$ cat src/rtl/uart_jogo_pkg.sv
// Shared types, constants and ASCII helpers for the game-status
// UART transmitter (uart_tx_jogo and its byte serializer).
package uart_jogo_pkg;

  typedef enum logic [3:0] {
    OCIOSO = 4'd0,
    INICIO = 4'd1,
    DADOS  = 4'd2,
    PARADA = 4'd3,
    FIM    = 4'd4
  } estado_t;

  typedef enum logic [1:0] {
    P_OCIOSO,
    P_ENVIO,
    P_FIM
  } fase_t;

  typedef struct packed {
    logic [3:0] macro;
    logic [3:0] micro;
    logic [3:0] estado;
    logic [1:0] res_macro;
    logic [1:0] res_jogo;
  } campos_t;

  localparam int PACOTE_BYTES = 6;
  localparam int CLKS_PER_BIT_PADRAO = 434;
  localparam logic [7:0] ASCII_ZERO = 8'h30;
  localparam logic [7:0] ASCII_A = 8'h41;
  localparam logic [7:0] ASCII_LF = 8'h0A;

  function automatic logic [7:0] hex_ascii(
    input logic [3:0] v
  );
    if (v < 4'd10)
      return ASCII_ZERO + {4'd0, v};
    return ASCII_A + {4'd0, v} - 8'd10;
  endfunction

  function automatic logic [7:0] flag_ascii(
    input logic [1:0] r
  );
    return ASCII_ZERO + {6'd0, r};
  endfunction

  function automatic logic [7:0] pacote_byte(
    input campos_t    c,
    input logic [2:0] i
  );
    logic [7:0] b;
    case (i)
      3'd0:    b = hex_ascii(c.macro);
      3'd1:    b = hex_ascii(c.micro);
      3'd2:    b = hex_ascii(c.estado);
      3'd3:    b = flag_ascii(c.res_macro);
      3'd4:    b = flag_ascii(c.res_jogo);
      default: b = ASCII_LF;
    endcase
    return b;
  endfunction

endpackage

$ cat src/rtl/uart_tx_jogo_8n1.sv
// Single-byte 8N1 serializer, LSB first. A new byte offered at the
// last stop-bit cycle chains straight into the next start bit.
import uart_jogo_pkg::*;

module uart_tx_8n1 #(
  parameter int CLKS_PER_BIT = CLKS_PER_BIT_PADRAO
) (
  input  logic       clock,
  input  logic       reset,
  input  logic [7:0] dado,
  input  logic       partida,
  output logic       ocupado,
  output logic       feito,
  output logic       fim_quadro,
  output estado_t    fase,
  output logic       tx
);

  localparam int CW =
    (CLKS_PER_BIT > 1) ? $clog2(CLKS_PER_BIT) : 1;
  localparam logic [CW-1:0] ULT =
    CW'(CLKS_PER_BIT - 1);

  estado_t       st;
  logic [CW-1:0] cnt;
  logic [2:0]    nbit;
  logic [7:0]    sh;
  logic          fim_bit;

  assign fim_bit    = (cnt == ULT);
  assign fim_quadro = (st == PARADA) && fim_bit;
  assign ocupado    = (st != OCIOSO);
  assign fase       = st;

  always_ff @(posedge clock or posedge reset) begin
    if (reset) begin
      st    <= OCIOSO;
      tx    <= 1'b1;
      cnt   <= '0;
      nbit  <= '0;
      sh    <= '0;
      feito <= 1'b0;
    end else begin
      feito <= 1'b0;
      case (st)
        OCIOSO: begin
          if (partida) begin
            sh  <= dado;
            cnt <= '0;
            tx  <= 1'b0;
            st  <= INICIO;
          end
        end
        INICIO: begin
          if (fim_bit) begin
            cnt  <= '0;
            nbit <= '0;
            tx   <= sh[0];
            st   <= DADOS;
          end else begin
            cnt <= cnt + 1'b1;
          end
        end
        DADOS: begin
          if (fim_bit) begin
            cnt <= '0;
            if (nbit == 3'd7) begin
              tx <= 1'b1;
              st <= PARADA;
            end else begin
              nbit <= nbit + 3'd1;
              sh   <= {1'b0, sh[7:1]};
              tx   <= sh[1];
            end
          end else begin
            cnt <= cnt + 1'b1;
          end
        end
        PARADA: begin
          if (fim_bit) begin
            cnt   <= '0;
            feito <= 1'b1;
            if (partida) begin
              sh <= dado;
              tx <= 1'b0;
              st <= INICIO;
            end else begin
              st <= OCIOSO;
            end
          end else begin
            cnt <= cnt + 1'b1;
          end
        end
        default: begin
          tx <= 1'b1;
          st <= OCIOSO;
        end
      endcase
    end
  end

endmodule

$ cat src/rtl/uart_tx_jogo.sv
// Game-status packet sender: snapshots the fields on request and
// streams six ASCII bytes back-to-back through the 8N1 serializer.
import uart_jogo_pkg::*;

module uart_tx_jogo #(
  parameter int CLKS_PER_BIT = CLKS_PER_BIT_PADRAO
) (
  input  logic       clock,
  input  logic       reset,
  input  logic       enviar,
  input  logic [3:0] macro,
  input  logic [3:0] micro,
  input  logic [3:0] estado,
  input  logic [1:0] resultado_macro,
  input  logic [1:0] resultado_jogo,
  output logic       tx,
  output logic       ocupado,
  output logic       pronto,
  output logic [3:0] db_estado
);

  localparam logic [2:0] ULT_BYTE =
    3'(PACOTE_BYTES - 1);

  fase_t      fase;
  campos_t    snap;
  campos_t    vivo;
  logic [2:0] indice;
  logic [7:0] dado;
  logic       partida;
  logic       ser_ocupado;
  logic       feito;
  logic       fim_quadro;
  estado_t    ser_fase;

  assign vivo = {macro, micro, estado,
                 resultado_macro, resultado_jogo};

  // Byte 0 comes from the live fields on the accepting edge; later
  // bytes are offered on the last stop-bit cycle of the one before.
  assign partida =
    ((fase == P_OCIOSO) && enviar) ||
    ((fase == P_ENVIO) && fim_quadro &&
     (indice != ULT_BYTE));

  assign dado = (fase == P_OCIOSO)
    ? pacote_byte(vivo, 3'd0)
    : pacote_byte(snap, indice + 3'd1);

  uart_tx_8n1 #(
    .CLKS_PER_BIT(CLKS_PER_BIT)
  ) u_ser (
    .clock      (clock),
    .reset      (reset),
    .dado       (dado),
    .partida    (partida),
    .ocupado    (ser_ocupado),
    .feito      (feito),
    .fim_quadro (fim_quadro),
    .fase       (ser_fase),
    .tx         (tx)
  );

  always_ff @(posedge clock or posedge reset) begin
    if (reset) begin
      fase   <= P_OCIOSO;
      snap   <= '0;
      indice <= '0;
    end else begin
      case (fase)
        P_OCIOSO: begin
          if (enviar) begin
            snap   <= vivo;
            indice <= '0;
            fase   <= P_ENVIO;
          end
        end
        P_ENVIO: begin
          if (fim_quadro && (indice == ULT_BYTE))
            fase <= P_FIM;
          else if (feito)
            indice <= indice + 3'd1;
        end
        P_FIM:   fase <= P_OCIOSO;
        default: fase <= P_OCIOSO;
      endcase
    end
  end

  assign ocupado = (fase == P_ENVIO) && ser_ocupado;
  assign pronto  = (fase == P_FIM);

  always_comb begin
    db_estado = OCIOSO;
    case (fase)
      P_ENVIO: db_estado = ser_fase;
      P_FIM:   db_estado = FIM;
      default: db_estado = OCIOSO;
    endcase
  end

endmodule
$ cat config.mk
export PLATFORM = sky130hd
export DESIGN_NAME = uart_tx_jogo
export DESIGN_NICKNAME = d
export VERILOG_FILES = /design/src/rtl/uart_jogo_pkg.sv /design/src/rtl/uart_tx_jogo_8n1.sv /design/src/rtl/uart_tx_jogo.sv
export SDC_FILE = /design/constraint.sdc
export NUM_CORES = 1
export LEC_CHECK = 0
export BUFFER_PORTS_ARGS = -buffer_cell sky130_fd_sc_hd__buf_2
export CORE_MARGIN = 3
export CORE_UTILIZATION = 50
export DETAILED_ROUTE_END_ITERATION = 12
export PLACE_DENSITY = 0.76
export SLEW_MARGIN = 20
export SYNTH_ARGS = -nofsm -noshare
export SYNTH_HDL_FRONTEND = slang
export SYNTH_HIERARCHICAL = 1
export SYNTH_SLANG_ARGS = --single-unit
$ cat constraint.sdc
create_clock -name clock -period 2.2 [get_ports clock]
set_input_delay 0.22 -clock clock [delete_from_list [all_inputs] [get_ports clock]]
set_output_delay 0.22 -clock clock [all_outputs]
set_load 0.1 [all_outputs]
After elaboration in Yosys (flattened, before gate mapping)
Cells that the tools add are included.
- multiply operators: 0
- magnitude comparators: 4
- reductions and logical operators: 24
- bitwise gates (word level): 0
- add/sub/neg operators: 17
- eq/ne operators: 23
- shift operators: 0
- muxes and demuxes: 52
- div/mod/pow operators: 0
- operator list (operator ; count):
    $mux 8 ; 13
    $pmux 8 s5 ; 1
    $add 7x4->8 const A ; 4
    $sub 8x4->8 const B ; 4
    $add 6x4->7 const A ; 4
    $pmux 8 s3 ; 1
    $mux 4 ; 5
    $mux 3 ; 6
    $mux 9 ; 2
    $pmux 9 s2 ; 1
    $lt 4x4->1 const B ; 4
    $pmux 4 s4 ; 1
    $mux 1 ; 15
    $add 6x2->7 const A ; 2
    $ne 2x1->1 const B ; 6
    $pmux 3 s2 ; 2
    $reduce_and 4->1 ; 3
    $add 9x1->9 const B ; 1
    $eq 3x3->1 const B ; 3
    $eq 9x9->1 const B ; 1
    $eq 4x2->1 const B ; 2
    $ne 2x2->1 const B ; 4
    $pmux 4 s2 ; 1
    $add 3x1->3 const B ; 2
    other kinds (21) ; 32
- word-level logic and storage cells: 133
- flip-flop bits (word level): 47
- output and inout port bits: 7
- latch bits: 0
- RAM bits: 0
- ROM bits: 0
- memories kept: 0

Depth between registers and ports, before layout
Gate-level depths: netlist of run 1.
- depth after elaboration: 9
- gate-level depth with buffers: 11
- mapped depth without buffers: 10

Hierarchy
The synthesis of run 1 kept the hierarchy.
- modules (own cells, without submodules) (module ; times used ; cells an instance ; area an instance (µm²)):
    uart_tx_jogo ; 1 ; 176 ; 1599.0
    uart_tx_8n1 ; 1 ; 145 ; 1450.1

Least setup slack after synthesis of run 1
Ideal clock, no wire load.
- kind: reg-to-output
- start: register fase[0] (netlist name)
- end: output port db_estado[2]
- data arrival time: 2694 ps
- slack: -714 ps
- cell stages (with the launch flop): 5
- path buffers: 0
- cells stage by stage: dfrtp_1 > inv_1 > ha_1 > a21oi_1 > nor2b_1
- RTL lines (what ; RTL line ; source):
    end, declared ; uart_tx_jogo.sv:19 ; output logic [3:0] db_estado

Worst setup path after layout of run 1
- start: register indice[1]
- end: register u_ser.sh[5]
- longest elaborated chain between the ends: 7
- ends and longest elaborated chain (what ; RTL line ; source):
    start, declared ; uart_tx_jogo.sv:28 ; logic [2:0] indice;
    start signal, assigned ; uart_tx_jogo.sv:82 ; indice <= indice + 3'd1;
    $add 3x1->3 * ; uart_tx_jogo.sv:48 ; : pacote_byte(snap, indice + 3'd1);
    $eq 3x3->1, or another cell as far along ; uart_jogo_pkg.sv:52 ; case (i)
    $pmux 8 s5 * ; uart_jogo_pkg.sv:52 ;
    $mux 8 * ; uart_tx_jogo.sv:47 ; ? pacote_byte(vivo, 3'd0)
    named net dado[5] ; uart_tx_jogo.sv:29 ; logic [7:0] dado;
    $mux 8 * ; uart_tx_jogo_8n1.sv:47, uart_tx_jogo_8n1.sv:83 ;
    $mux 8 ; uart_tx_jogo_8n1.sv:80 ; if (fim_bit) begin
    $pmux 8 s3 * ; uart_tx_jogo_8n1.sv:45 ; case (st)
    end signal, assigned ; uart_tx_jogo_8n1.sv:48 ; sh <= dado;
    end signal, assigned ; uart_tx_jogo_8n1.sv:72 ; sh <= {1'b0, sh[7:1]};
    end signal, assigned ; uart_tx_jogo_8n1.sv:84 ; sh <= dado;
    end, declared ; uart_tx_jogo_8n1.sv:27 ; logic [7:0] sh;
The timed path passes the listed nets; every way through them passes the cells marked *. The select of a mux whose other input is x is not followed.
A chain may end at the register's enable or synchronous reset.

==> metrics, run 1 <==
vias per cell=5.770; maxcap violations=0; worst-skew pair later-pin latency=310 ps; Synth top area share=36.11%; Final setup viols=2; Synth Warn #=6; Final HPWL DP=4.891 mm; final WL=7.277 mm; Fmax=445.3 MHz; critical path data arrival time=2440 ps; Seq/Total Area, Yosys=36.97%; CP Cell Sequence=buf_6 -> ha_4 -> or3_4 -> a21oi_4 -> nand2b_4 -> o221ai_2 -> mux2_4 -> mux2_2; Syn Inst Count=321; CP Launch Type=flop; Crit path largest cell delay=430 ps; setup ws final=-45.54 ps; PwrDens=1336 nW/um^2; total CTS buffers=5; drt pass-1 iters=4; Clock Tree Root=clkbuf_8; leakage=0.001746 uW; syn avg cell area=9.499 sq um; GR Util All Layers=19.73%; FILL cells=429; Initial Utilization=53.41%; total gr overflow=0; Netlist cell types=58; Period minus WS final=2246 ps; Residual DRC=0; CTS Buffer Depth=2; final core utilization=66.07%; crit path capture type=flop; Worst Setup Path Type=flop to flop; status=complete, but fails checks; Max VDD drop=1.236 mV; worst slew pin tran=963.1 ps; max-slew violations=0; Iter 0 DRT Violations=217; layout cell share with drive strength beyond 1=35.00%; RSZ-0062 raised after global routing=true; final hold viol count=0; Final Net Count=419; largest net degree at the start of global routing=25; GP Congestion=0.8680; slowest CP cell=dfrtp_1; Final ANT Viol Nets=0; first-pass GRT wire length=11.58 mm; clk sinks=45; Top FF cell, synth=dfrtp_1; synth top area cells=dfrtp_1 (36%), mux2_2 (11%), ha_1 (8.6%); failing checks=negative setup slack; EDFF count, synth=0; post-route clock period utilization=102.1%; Netlist Area Pre-Place=3049 sq um; Layout area overhead=23.72%; worst-path maximum fanout=4; Ports=26; Slew HR=36.24%; worst hold path class=primary input to flop; antenna cell count=0; Pwr Total=5039 uW; Critical Path RT=2390 ps; Port Buffer Count=24; Die Span Y=84.09 microns; #FFs+latches synth=45; core area=5709 sq um; Async SR Flop Fraction=100.0%; Rows=27; CTS HTree Levels=2; Clock Skew=9.676 ps; Die Width=84.09 microns; WL/cell=16.10 microns; via count=2,608; area of the die=7071 sq um; Clock transition at path regs=90 ps; post-synth top area cell=dfrtp_1; vias in the first global route=2,469; CTS tree=yes; initial antenna violation count=0
## worst paths after layout
kind | startpoint | cells past startpoint | slack (ps) | to
min in group asynchronous | reset | 4 | 500 | u_ser/fase[1]
min reg2reg | snap[12] | 2 | 500 | snap[12]
max | indice[1] | 8 | -50 | u_ser/sh[5]
min | micro[2] | 2 | 130 | snap[10]
max in group asynchronous | reset | 3 | 1010 | indice[0]
max reg2reg | indice[1] | 8 | -50 | u_ser/sh[5]
## sequential cells by signal, summed over array words and instances, names as in the netlist
name         cells
fase             2
snap            16
u_ser/fase       2
u_ser/nbit       3
indice           3
u_ser/feito      1
u_ser/tx         1
u_ser/cnt        9
u_ser/sh         8
## synth_stat cells, drive strengths merged (2+ instances only)
library cell / number
or4: 4
xor2: 2
o211ai: 3
mux2i: 3
o21a: 3
and4b: 4
buf: 7
and2: 5
nor2b: 5
nand2: 23
nor3: 4
nand2b: 4
dfrtp: 44
ha: 21
inv: 32
a22o: 5
o22ai: 2
and3: 3
a21oi: 18
a2111oi: 2
o221ai: 3
clkbuf: 7
nand3: 9
a211oi: 5
o41ai: 2
a21o: 5
xnor2: 5
conb: 2
or3: 3
nor2: 7
a221oi: 2
mux2: 30
o21ai: 33
## timing repair
| action | CTS | global route |
|---|---|---|
| cloned | 0 | 1 |
| pin swaps | 1 | 10 |
| hold buffers | 1 | 0 |
| buffers inserted | 2 | 6 |
| hold endpoints to repair | 23 | 0 |
| resized for setup | 3 | 36 |
| setup endpoints to repair | 5 | 16 |
## cells in the final DEF (no fill, tap or decap), types with 8 or more instances in the layout
cell and count:
dfrtp_1 43, buf_4 36, inv_1 28, mux2_2 27, o21ai_0 26, buf_2 24, nand2_1 22, a21oi_1 15
ha_1 15, nand3_1 8
## critical path: cells and delay by family, from the launching register on
kind                     cells  cell delay [ps]
AND/OR/NAND/NOR              2              560
multiplexers                 2              530
flip-flops                   1              430
AO/OA/AOI/OAI                2              310
adder cells (fa/ha/maj)      1              150
buffers and inverters        1              140
## logic make-up after synthesis
group / count (synthesis) / share of synthesized area, %
AO/OA/AOI/OAI: 91 / 19.25
XOR/XNOR: 7 / 2.257
adder cells (fa/ha/maj): 21 / 8.617
buffers and inverters: 46 / 6.483
flip-flops: 45 / 36.97
multiplexers: 33 / 12.06
other: 2 / 0.2463
AND/OR/NAND/NOR: 76 / 14.12
## through the flow
step	instances	setup TNS [ps]	setup slack, ps	hold WS, ps	cell area (sq um)
floorplan	322	0	8.611	196.5	3072
global placement	434	0	38.63	288.3	3418
detailed placement	434	-25.58	-25.58	294.5	3418
CTS	445	-88.77	-43.75	134.5	3582
global route	452	-159.7	-79.75	131.9	3772
finish	452	-53.17	-45.54	134.4	3772
## metal layers
| metal | share of wire, % | GRT usage, % |
|---|---|---|
| met1 | 46 | 27.86 |
| met2 | 48 | 30.99 |
| met3 | 3.9 | 3.554 |
| met4 | 2.2 | 5.409 |
| met5 | 0 | 0 |
## report_power, final
| group | total [uW] | internal [uW] | switching [uW] | leakage [uW] |
|---|---|---|---|---|
| clock network | 676 | 370 | 306 | 0.0000574 |
| logic | 2960 | 1330 | 1630 | 0.00112 |
| registers | 1400 | 1130 | 272 | 0.000565 |
## cell type report
| type | count | area [sq um] | share of cell area, % |
|---|---|---|---|
| multi-input combinational | 231 | 1877 | 49.75 |
| sequential | 45 | 1129 | 29.92 |
| timing repair buffer | 64 | 434.2 | 11.51 |
| inverter | 32 | 122.6 | 3.250 |
| tap | 72 | 90.09 | 2.388 |
| clock buffer | 6 | 82.58 | 2.189 |
| clock inverter | 2 | 37.54 | 0.9950 |
Note: power is estimated with default switching activity, not from simulation.
==> run 2, diff against run 1 <==
--- a/config.mk
+++ b/config.mk
@@ -9,7 +9,8 @@
 export CORE_MARGIN = 3
 export CORE_UTILIZATION = 50
 export DETAILED_ROUTE_END_ITERATION = 12
-export PLACE_DENSITY = 0.76
+export PLACE_DENSITY = 0.8
+export REMOVE_ABC_BUFFERS = 1
 export SLEW_MARGIN = 20
 export SYNTH_ARGS = -nofsm -noshare
 export SYNTH_HDL_FRONTEND = slang
==> run 2 against run 1 <==
Against the previous run:
- the flow now finishes without violations
- non-clock buffer count down 2
- clock power decreased by 16%
- highest routed layer unchanged
- sequential cell count unchanged
- die area did not move
- setup slack improved by 69 ps
==> metrics, run 2 (synthesized netlist as in run 1, its figures left out) <==
status=complete, no violations; final WL=7.618 mm; Final setup viols=0; pre-CTS WS=-71.79 ps; Iter 0 DRT Violations=213; maxcap violations=0; dpl cell area=3396 sq um; final hold viol count=0; Ports=26; internal power=2713 uW; Clock Skew=8.101 ps; Die Width=84.09 microns; Rows=27; Layout area overhead=22.20%; drt pass-1 iters=5; Biggest register=snap; CP Launch Type=flop; Final ANT Viol Nets=0; reg2reg start=u_ser/cnt[1]; hold_ws=143.1 ps; fin area=3726 sq um; Net Sw Frac=45.18%; Worst Setup Path Type=flop to flop; Clock transition at path regs=90 ps; Port Buffer Count=24; max-slew violations=0; vias per cell=5.998; WL/cell=16.93 microns; Clk pwr share=11.5%; Register Area=1130 sq um; Die Span Y=84.09 microns; Clock Tree Root=clkbuf_8; initial antenna violation count=0; Crit path largest cell delay=500 ps; antenna cell count=0; area of the die=7071 sq um; sw power=2236 uW; Initial Utilization=53.41%; critical path data arrival time=2390 ps; CTS Buffer Depth=2; Pwr Total=4950 uW; commonest non-fill, non-tap cell in the layout=dfrtp_1; Bufs and invs on worst path=2; Slew HR=36.55%; PwrDens=1328 nW/um^2; most frequent cells in the layout=dfrtp_1 (42), buf_4 (31), inv_1 (30), mux2_2 (28), o21ai_0 (28); final core utilization=65.26%; layout cell share with drive strength beyond 1=33.33%; core area=5709 sq um; worst-skew pair later-pin latency=300 ps; CP Cell Sequence=inv_2 -> ha_4 -> and4bb_2 -> and3_4 -> nand3_2 -> nand2_2 -> a21oi_2 -> buf_6 -> or4_1 -> o21ai_0; post-route clock period utilization=98.93%; Period minus WS final=2176 ps; Hold EP=snap[7]; max reg flops=16; worst-path maximum fanout=6; Critical Path RT=2420 ps; slowest CP cell=or4_1; worst slew pin tran=958.4 ps; FF-to-FF setup slack=20 ps; reg2reg end=u_ser/cnt[5]; GP Congestion=0.8518; worst hold path class=primary input to flop; CP delay by family, top=simple AND/OR/NAND/NOR gates; Max VDD drop=1.040 mV; Combinational Power Share=59.9%; Final Net Count=417; vias in the first global route=2,617; RSZ-0062 raised after global routing=true; worst r2r path cells=10; area used by multi-input combinational logic=1854 sq um; total gr overflow=0; largest net degree at the start of global routing=22; Fmax=459.5 MHz; Hold Path Depth=2; CP Depth=10; first-pass GRT wire length=11.98 mm; min-delay src=estado[3]; CTS HTree Levels=2; Seq pwr share=28.6%; total CTS buffers=5; clk sinks=45; crit path capture type=flop; CTS tree=yes; GR Util All Layers=20.57%; FILL cells=419; top flop regs=snap x16, u_ser/cnt x9, u_ser/sh x8; via count=2,699; Residual DRC=0; Final HPWL DP=5.136 mm; leakage=0.001734 uW; setup ws final=23.55 ps
## run 2: cell types whose count changed in the layout (fill, tap and decap cells not counted), moves of 2 or more
cell and delta:
o21ai_0 +2, inv_1 +2, buf_4 -5, buf_6 +3
## run 2: worst max-delay path by stage
stage / from / end / slack (ps)
6_report: u_ser/cnt[1] / u_ser/cnt[5] / 20
5_1_grt: u_ser/cnt[1] / u_ser/cnt[7] / -60
4_1_cts: indice[1] / u_ser/sh[3] / -8
3_5_place_dp: indice[0] / u_ser/sh[5] / -70
3_3_place_gp: indice[0] / u_ser/sh[5] / 30
2_1_floorplan: fase[0] / db_estado[2] / -710
## run 2: power groups by stage
stage / sequential (uW) / clock (uW) / combinational [uW]
after floorplan: 1400 / 0 / 1940
after detailed placement: 1410 / 0 / 2650
after global routing: 1450 / 614 / 3230
after CTS: 1400 / 576 / 2700
after global placement: 1390 / 0 / 2540
final: 1410 / 570 / 2970
## run 2: final cells by class
cell class                      instances  share of cell area (%)
Inverter                               32                   3.224
Tap cell                               72                   2.418
Timing Repair Buffer                   62                   11.55
Sequential cell                        45                   30.32
Clock inverter                          1                  0.1343
Clock buffer                            7                   2.586
Multi-Input combinational cell        231                   49.77
## run 2: what timing repair did
action,4_1_cts,5_1_grt
hold endpoints to repair,6,0
setup buffers,2,6
endpoints found under the setup margin,5,16
cloned,0,1
pin swaps,0,9
resized for setup,4,30
hold buffers,1,0
## run 2: through the flow
| step | cells | setup TNS [ps] |
|---|---|---|
| after global placement | 432 | 0 |
| after detailed placement | 432 | -101.2 |
| final | 450 | 0 |
| after global routing | 450 | -273.7 |
| after CTS | 443 | -12.62 |
| after floorplan | 308 | -2772 |
## run 2: worst register-to-register path, stage by stage, from the launching register on
cell and delay, ps:
dfrtp_1 400, inv_2 80, ha_4 130, and4bb_2 250, and3_4 200, nand3_2 80, nand2_2 120, a21oi_2 100
buf_6 150, or4_1 500, o21ai_0 90
## run 2: metal layers
| layer | part of all wire (%) | global-route usage (%) | routed length (microns) |
|---|---|---|---|
| met2 | 49 | 32.50 | 3720 |
| met4 | 2.1 | 6.140 | 163 |
| met5 | 0 | 0 | 0 |
| met1 | 43 | 28.02 | 3275 |
| met3 | 6.0 | 4.738 | 460 |
